<file path="config.mk">
export PLATFORM = sky130hd
export DESIGN_NAME = toggle_pulse_gen
export DESIGN_NICKNAME = d
export VERILOG_FILES = /design/src/rtl/toggle_pulse_gen.sv
export SDC_FILE = /design/constraint.sdc
export NUM_CORES = 1
export LEC_CHECK = 0
export CAP_MARGIN = 20
export CORE_ASPECT_RATIO = 1.2
export CORE_UTILIZATION = 50
export DETAILED_ROUTE_END_ITERATION = 10
export GPL_TIMING_DRIVEN = 0
export PLACE_DENSITY = 0.85
export SETUP_SLACK_MARGIN = 0.02
export SKIP_LAST_GASP = 1
export SLEW_MARGIN = 25
export SYNTH_ARGS = -nofsm -noshare
export SYNTH_HDL_FRONTEND = slang
export SYNTH_SLANG_ARGS = --single-unit
</file>
<file path="constraint.sdc">
create_clock -name clk -period 6 [get_ports clk]
set_input_delay 1.2 -clock clk [delete_from_list [all_inputs] [get_ports clk]]
set_output_delay 1.2 -clock clk [all_outputs]
set_load 0.01 [all_outputs]
</file>
<file path="src/rtl/toggle_pulse_gen.sv">
// Programmable-rate toggle-enable pulse generator feeding a T flip-flop.
// Emits single-cycle t pulses every `period` cycles for `burst` pulses (0 = continuous).
module toggle_pulse_gen #(
  parameter int unsigned PER_W = 8,
  parameter int unsigned BST_W = 8
) (
  input  logic             clk,
  input  logic             rst,
  input  logic             start,
  input  logic             stop,
  input  logic [PER_W-1:0] period,
  input  logic [BST_W-1:0] burst,
  output logic             t,
  output logic             busy,
  output logic             done,
  output logic [BST_W-1:0] pulse_cnt
);

  typedef enum logic [1:0] {
    IDLE = 2'd0,
    RUN  = 2'd1,
    DONE = 2'd2
  } state_t;

  state_t state, state_nxt;

  logic [PER_W-1:0] phase;
  logic [PER_W-1:0] per_q;
  logic [BST_W-1:0] bst_q;
  logic [BST_W-1:0] cnt_inc;
  logic             accept;
  logic             hit;
  logic             last;
  logic             t_nxt;
  logic             busy_nxt;
  logic             done_nxt;

  assign cnt_inc = pulse_cnt + BST_W'(1);
  assign accept  = (state == IDLE) && start && !stop;
  // stop takes priority over a phase match, so no pulse is emitted on the stop edge
  assign hit     = (state == RUN) && !stop && (phase == per_q - PER_W'(1));
  assign last    = hit && (bst_q != '0) && (cnt_inc == bst_q);

  always_ff @(posedge clk or negedge rst) begin
    if (!rst) begin
      state <= IDLE;
    end else begin
      state <= state_nxt;
    end
  end

  always_comb begin
    state_nxt = state;
    unique case (state)
      IDLE: if (accept) state_nxt = RUN;
      RUN: begin
        if (stop)      state_nxt = IDLE;
        else if (last) state_nxt = DONE;
      end
      DONE:    state_nxt = IDLE;
      default: state_nxt = IDLE;
    endcase
  end

  // Output values for the coming cycle; registered below so no input reaches an output combinationally.
  always_comb begin
    t_nxt    = hit;
    busy_nxt = (state_nxt == RUN) || last;
    done_nxt = (state == DONE);
  end

  always_ff @(posedge clk or negedge rst) begin
    if (!rst) begin
      t    <= 1'b0;
      busy <= 1'b0;
      done <= 1'b0;
    end else begin
      t    <= t_nxt;
      busy <= busy_nxt;
      done <= done_nxt;
    end
  end

  always_ff @(posedge clk or negedge rst) begin
    if (!rst) begin
      phase     <= '0;
      per_q     <= '0;
      bst_q     <= '0;
      pulse_cnt <= '0;
    end else if (accept) begin
      per_q     <= (period == '0) ? PER_W'(1) : period;
      bst_q     <= burst;
      phase     <= '0;
      pulse_cnt <= '0;
    end else if ((state == RUN) && !stop) begin
      if (hit) begin
        phase     <= '0;
        pulse_cnt <= cnt_inc;
      end else begin
        phase <= phase + PER_W'(1);
      end
    end
  end

endmodule

</file>
Word level (Yosys, flattened, before mapping)
Index checks and enable logic that the tools add are counted.
{ "word_totals": {"ramBits": 0, "word_cells": 41, "mem_bits_ro": 0, "latch_bits": 0, "inputBits": 20, "memories": 0, "ff_bits": 37} }
{ "op_classes": {"n_bitwise": 0, "n_addsub": 3, "mul": 0, "mux": 11, "n_reduce_logical": 14, "magnitude_cmp": 0, "div_mod_pow": 0, "eq_ne": 5, "shift": 0} }
{ "op_table": {"columns": ["cell", "count"], "rows": [
  ["2-to-1 mux 8 bit", 7],
  ["adder 8 x 1 -> 8 bit, second input constant", 2],
  ["== test 8 bit", 2],
  ["logical NOT 8 bit", 1],
  ["nonzero test 8 bit", 1],
  ["subtractor 8 x 1 -> 8 bit, second input constant", 1],
  ["logical AND 1 bit", 6],
  ["2-to-1 mux 2 bit", 3],
  ["== test 2 x 1 -> 1 bit, second input constant", 2],
  ["case mux 2 bit (2 select lines)", 1],
  ["nonzero test 2 bit", 2],
  ["== test 2 bit, second input constant", 1],
  ["logical NOT 2 bit", 1],
  ["AND reduction 2 bit", 1],
  ["logical NOT 1 bit", 1],
  ["logical OR 1 bit", 1]
]} }

Logic depth before layout (Yosys ltp)
{ "logic_depth": {"depth_word": 10, "mapped_depth": 9, "mapped_depth_nobuf": 8} }

Worst setup path before layout
No wires, ideal clock.
{ "synth_path": {"path_type": "input -> register", "start": "input stop", "end": "register pulse_cnt[0]", "setup_slack_ns": 3.067, "arrival_time_ns": 2.804, "path_stages": 7, "setup_ns": 0.129, "required_ns": 5.871, "path_cell_list": "nor2_1 -> nand4_1 -> or4_4 -> or4b_4 -> buf_6 -> nand3_1 -> o21ai_1"} }
{ "synth_via": {"elab_chain_len": 5, "word_cells_on_any_way": 8, "cone_classes": "mux: 1; reduce/logical: 7"} }
{ "synth_rtl": {"columns": ["element", "line_no", "rtl"], "rows": [
  ["from (decl)", "10", "input logic stop,"],
  ["logical NOT 1 bit *", "39, 41, 95", null],
  ["logical AND 1 bit", "41, 95", null],
  ["logical AND 1 bit", "41", "assign hit = (state == RUN) && !stop && (phase == per_q - PER_W'(1));"],
  ["nonzero test 2 bit (no line)", null, null],
  ["AND reduction 2 bit (no line)", null, null],
  ["to (signal assigned)", "98", "pulse_cnt <= cnt_inc;"],
  ["to (decl)", "16", "output logic [BST_W-1:0] pulse_cnt"]
]} }
Mark *: on every way between the ends. The rest lies on a longest branch, timed or not.
A chain may end at the register's enable or synchronous reset.

Final worst setup path
{ "layout_path": {"start": "input stop", "end": "register pulse_cnt[3]"} }
{ "layout_via": {"elab_chain_len": 5, "word_cells_on_any_way": 8, "cone_classes": "mux: 1; reduce/logical: 7"} }
{ "layout_rtl": {"columns": ["element", "line_no", "rtl"], "rows": [
  ["logical NOT 1 bit", "41", null],
  ["logical AND 1 bit (2 in series)", "41", null],
  ["via hit", "32", "logic hit;"],
  ["nonzero test 2 bit (no line)", null, null],
  ["AND reduction 2 bit (no line)", null, null]
]} }
The timed path passes the listed nets, and every way through them passes these cells.

==> summary.txt <==
Vias in the first global route: 1598
Final hold violation count: 0
Max cap viols: 0
Die height: 70.3 microns
Die area: 4140 sq um
Post-Syn Nets: 239
CTS Buf Count: 5
Dpl cells: 299
Yosys Warn Count: 0
GR Util All Layers: 22.6%
Pleak: 1.12 nW
Die width: 58.9 microns
Pwr Density: 259 nW/um^2
Hold_ws: 0.504 ns
Final Non-Filler Cells: 307
Resized Gates After CTS: 0
First drt pass iteration count: 6
Hold path cells: 2
Vias: 1623
Gate Count Post-Synth: 216
Worst r2r src: per_q[0]$_DFFE_PN0P_
Post-route cell area: 2450 sq um
WL final: 4030 microns
Slew at the pin closest to its max-slew limit: 0.837 ns
Fillers: 306
Reg2reg end: pulse_cnt[3]$_DFFE_PN0P_
Commonest non-fill, non-tap cells in the layout: nand2_1, dfrtp_1, clkdlybuf4s50_1
Critical Path RT: 6.18 ns
Placed inst area: 2330 sq um
Crit path max fanout: 8
Cell repeated most along the worst path: nor2_1
Final Critical Period: 3.44 ns
Relative slew slack: 44.1%
Root Buffer: clkbuf_8
Final RePlAce weighted congestion: 0.827
Fin nets: 277
Largest net degree at the start of global routing: 21
Setup TNS: 0 ns
Syn_area_per_cell: 9.00 sq um
Clk_lat worst skew: 0.29 ns
Starting density of the core: 53.1%
Area growth syn-to-layout: 25.9%
CP max stage delay: 0.66 ns
Core ar.: 3660 sq um
Worst EP arrival: 3.63 ns
R2r setup slk: 3.27 ns
Final core occ: 66.8%
Fin crit share: 57.4%
CTS tree: done
Final setup viols: 0
Remaining DRCs: 0
Post-DRT Antenna Nets: 0
WL per Instance: 13.1 microns
Clock skew: 0.00243 ns
Initial detailed-routing violation count: 29
Share of layout cells above drive strength 1: 7.06%
Detailed Place HPWL: 2980 microns
Port Buffers: 30
First-pass GRT wire length: 6960 microns
Most common cell after layout, fill and taps aside: nand2_1
Clock slew seen by the registers of the worst setup and hold paths: 0.07 ns
Netlist cell types: 37
Sink of the worst hold path: per_q[7]$_DFFE_PN0P_
Mapped cell area: 1940 sq um
GR Overflow Total: 0
CTS Buffer Depth: 2
Critical-path cell list: clkdlybuf4s50_1 > nor2_1 > nand4_1 > or4_4 > nor4b_2 > nor2_1 > a21o_1
Slowest cell on the critical path: nor4b_2
Diode count: 0
Num ports: 31
Yosys reg bits: 37
Status: finished, final reports clean
Critical Path Start Type: input pin
RSZ-0062 raised after global routing: no
Register area share after synthesis: 47.6%
Achievable Freq: 0.290 GHz
CTS H-tree lvls: 2
CP Capture Type: register
Setup CP Type: in -> reg
Worst Hold Class: reg -> reg
# rows: 24
R2r worst-path depth: 8
Antenna violations before repair: 0
CTS sink cnt: 37
Vias/cell: 5.29
Number of setup buffers added after CTS: 0
Hold_sp: per_q[7]$_DFFE_PN0P_
Final Max Slew Viols: 0
Peak VDD IR: 0.000178 V
Post-CTS Hold Fix Bufs: 0
==> worst max path at each step <==
stage                                          end  slack, ns  from  depth (start not counted)
after floorplan           pulse_cnt[0]$_DFFE_PN0P_       3.07  stop                          7
after global placement    pulse_cnt[3]$_DFFE_PN0P_       2.27  stop                          7
after detailed placement  pulse_cnt[3]$_DFFE_PN0P_       2.23  stop                          7
after CTS                 pulse_cnt[3]$_DFFE_PN0P_       2.54  stop                          7
after global routing      pulse_cnt[3]$_DFFE_PN0P_       2.31  stop                          7
final                     pulse_cnt[3]$_DFFE_PN0P_       2.56  stop                          7
==> report_power, final <==
group          internal (W)  switching (W)  total [W]  leakage, nW
sequential         0.000272      0.0000271   0.000299        0.487
clock              0.000135      0.0000846   0.000220       0.0585
combinational     0.0000560      0.0000585   0.000115        0.576
total              0.000464       0.000170   0.000634         1.12
==> through the flow <==
step	total power, W	setup WS [ns]
6_report	0.000634	2.56
2_1_floorplan	0.000372	3.07
5_1_grt	0.000666	2.31
4_1_cts	0.000639	2.54
3_3_place_gp	0.000410	2.27
3_5_place_dp	0.000416	2.23
==> cells in the mapped netlist <==
cell type / number / area (sq um)
a211oi_1: 1 / 7.51
a21o_1: 2 / 15.0
a21oi_1: 6 / 30.0
a21oi_2: 1 / 8.76
a31o_2: 1 / 8.76
a31oi_1: 2 / 12.5
and2_1: 1 / 6.26
and3_1: 2 / 12.5
and3b_1: 1 / 8.76
and4_1: 1 / 8.76
and4_4: 1 / 11.3
buf_6: 1 / 11.3
clkbuf_1: 4 / 15.0
dfrtp_1: 37 / 926
ha_1: 3 / 37.5
inv_1: 5 / 18.8
mux2i_1: 1 / 10.0
nand2_1: 57 / 214
nand2b_1: 2 / 12.5
nand3_1: 9 / 45.0
nand3b_1: 1 / 7.51
nand4_1: 4 / 25.0
nor2_1: 14 / 52.6
nor2b_1: 3 / 18.8
nor3_1: 5 / 25.0
nor4_1: 4 / 25.0
nor4b_2: 2 / 30.0
o21ai_0: 10 / 50.1
o21ai_1: 4 / 20.0
o31ai_1: 2 / 15.0
or2_2: 1 / 6.26
or3_1: 1 / 6.26
or4_1: 1 / 7.51
or4_4: 1 / 11.3
or4b_4: 1 / 13.8
xnor2_1: 12 / 105
xor2_1: 12 / 105
==> sequential cells by signal, indices dropped and copies added, names as in the netlist <==
| register | flops |
|---|---|
| bst_q | 8 |
| per_q | 8 |
| phase | 8 |
| pulse_cnt | 8 |
| state | 2 |
| busy | 1 |
| done | 1 |
| t | 1 |
==> layer usage <==
metal / up-vias / share of wire [%] / GRT usage [%] / routed length, microns
met4: 0 / 2.5 / 9.52 / 99
met1: 754 / 41 / 25.3 / 1640
met2: 48 / 52 / 39.5 / 2090
met5: - / 0 / 0 / 0
met3: 11 / 4.9 / 5.56 / 197
li1: 810 / - / - / -
==> worst max-delay path: cells and delay by family <==
kind,cells,cell delay (ns)
simple gates,5,1.78
buf+inv,1,0.44
compound gates,1,0.21
==> logic make-up after synthesis <==
logic type / count (synthesis) / share of synthesized area, %
adders and majority gates: 3 / 1.93
DFF: 37 / 47.6
buffers and inverters: 10 / 2.32
AOI/OAI and AO/OA: 29 / 8.62
and+or+nand+nor: 112 / 28.2
xor gates and xnor gates: 24 / 10.8
muxes: 1 / 0.515
==> cell type report <==
cell class / count / area, sq um / area share [%]
flip-flops and latches: 37 / 926 / 37.8
well taps: 52 / 65.1 / 2.66
inverters: 5 / 18.8 / 0.766
clock buffers: 7 / 86.3 / 3.53
plain buffers: 5 / 26.3 / 1.07
repair buffers: 31 / 323 / 13.2
clock inverters: 1 / 30.0 / 1.23
multi-input cells: 169 / 973 / 39.8
Note: power is estimated with default switching activity, not from simulation.
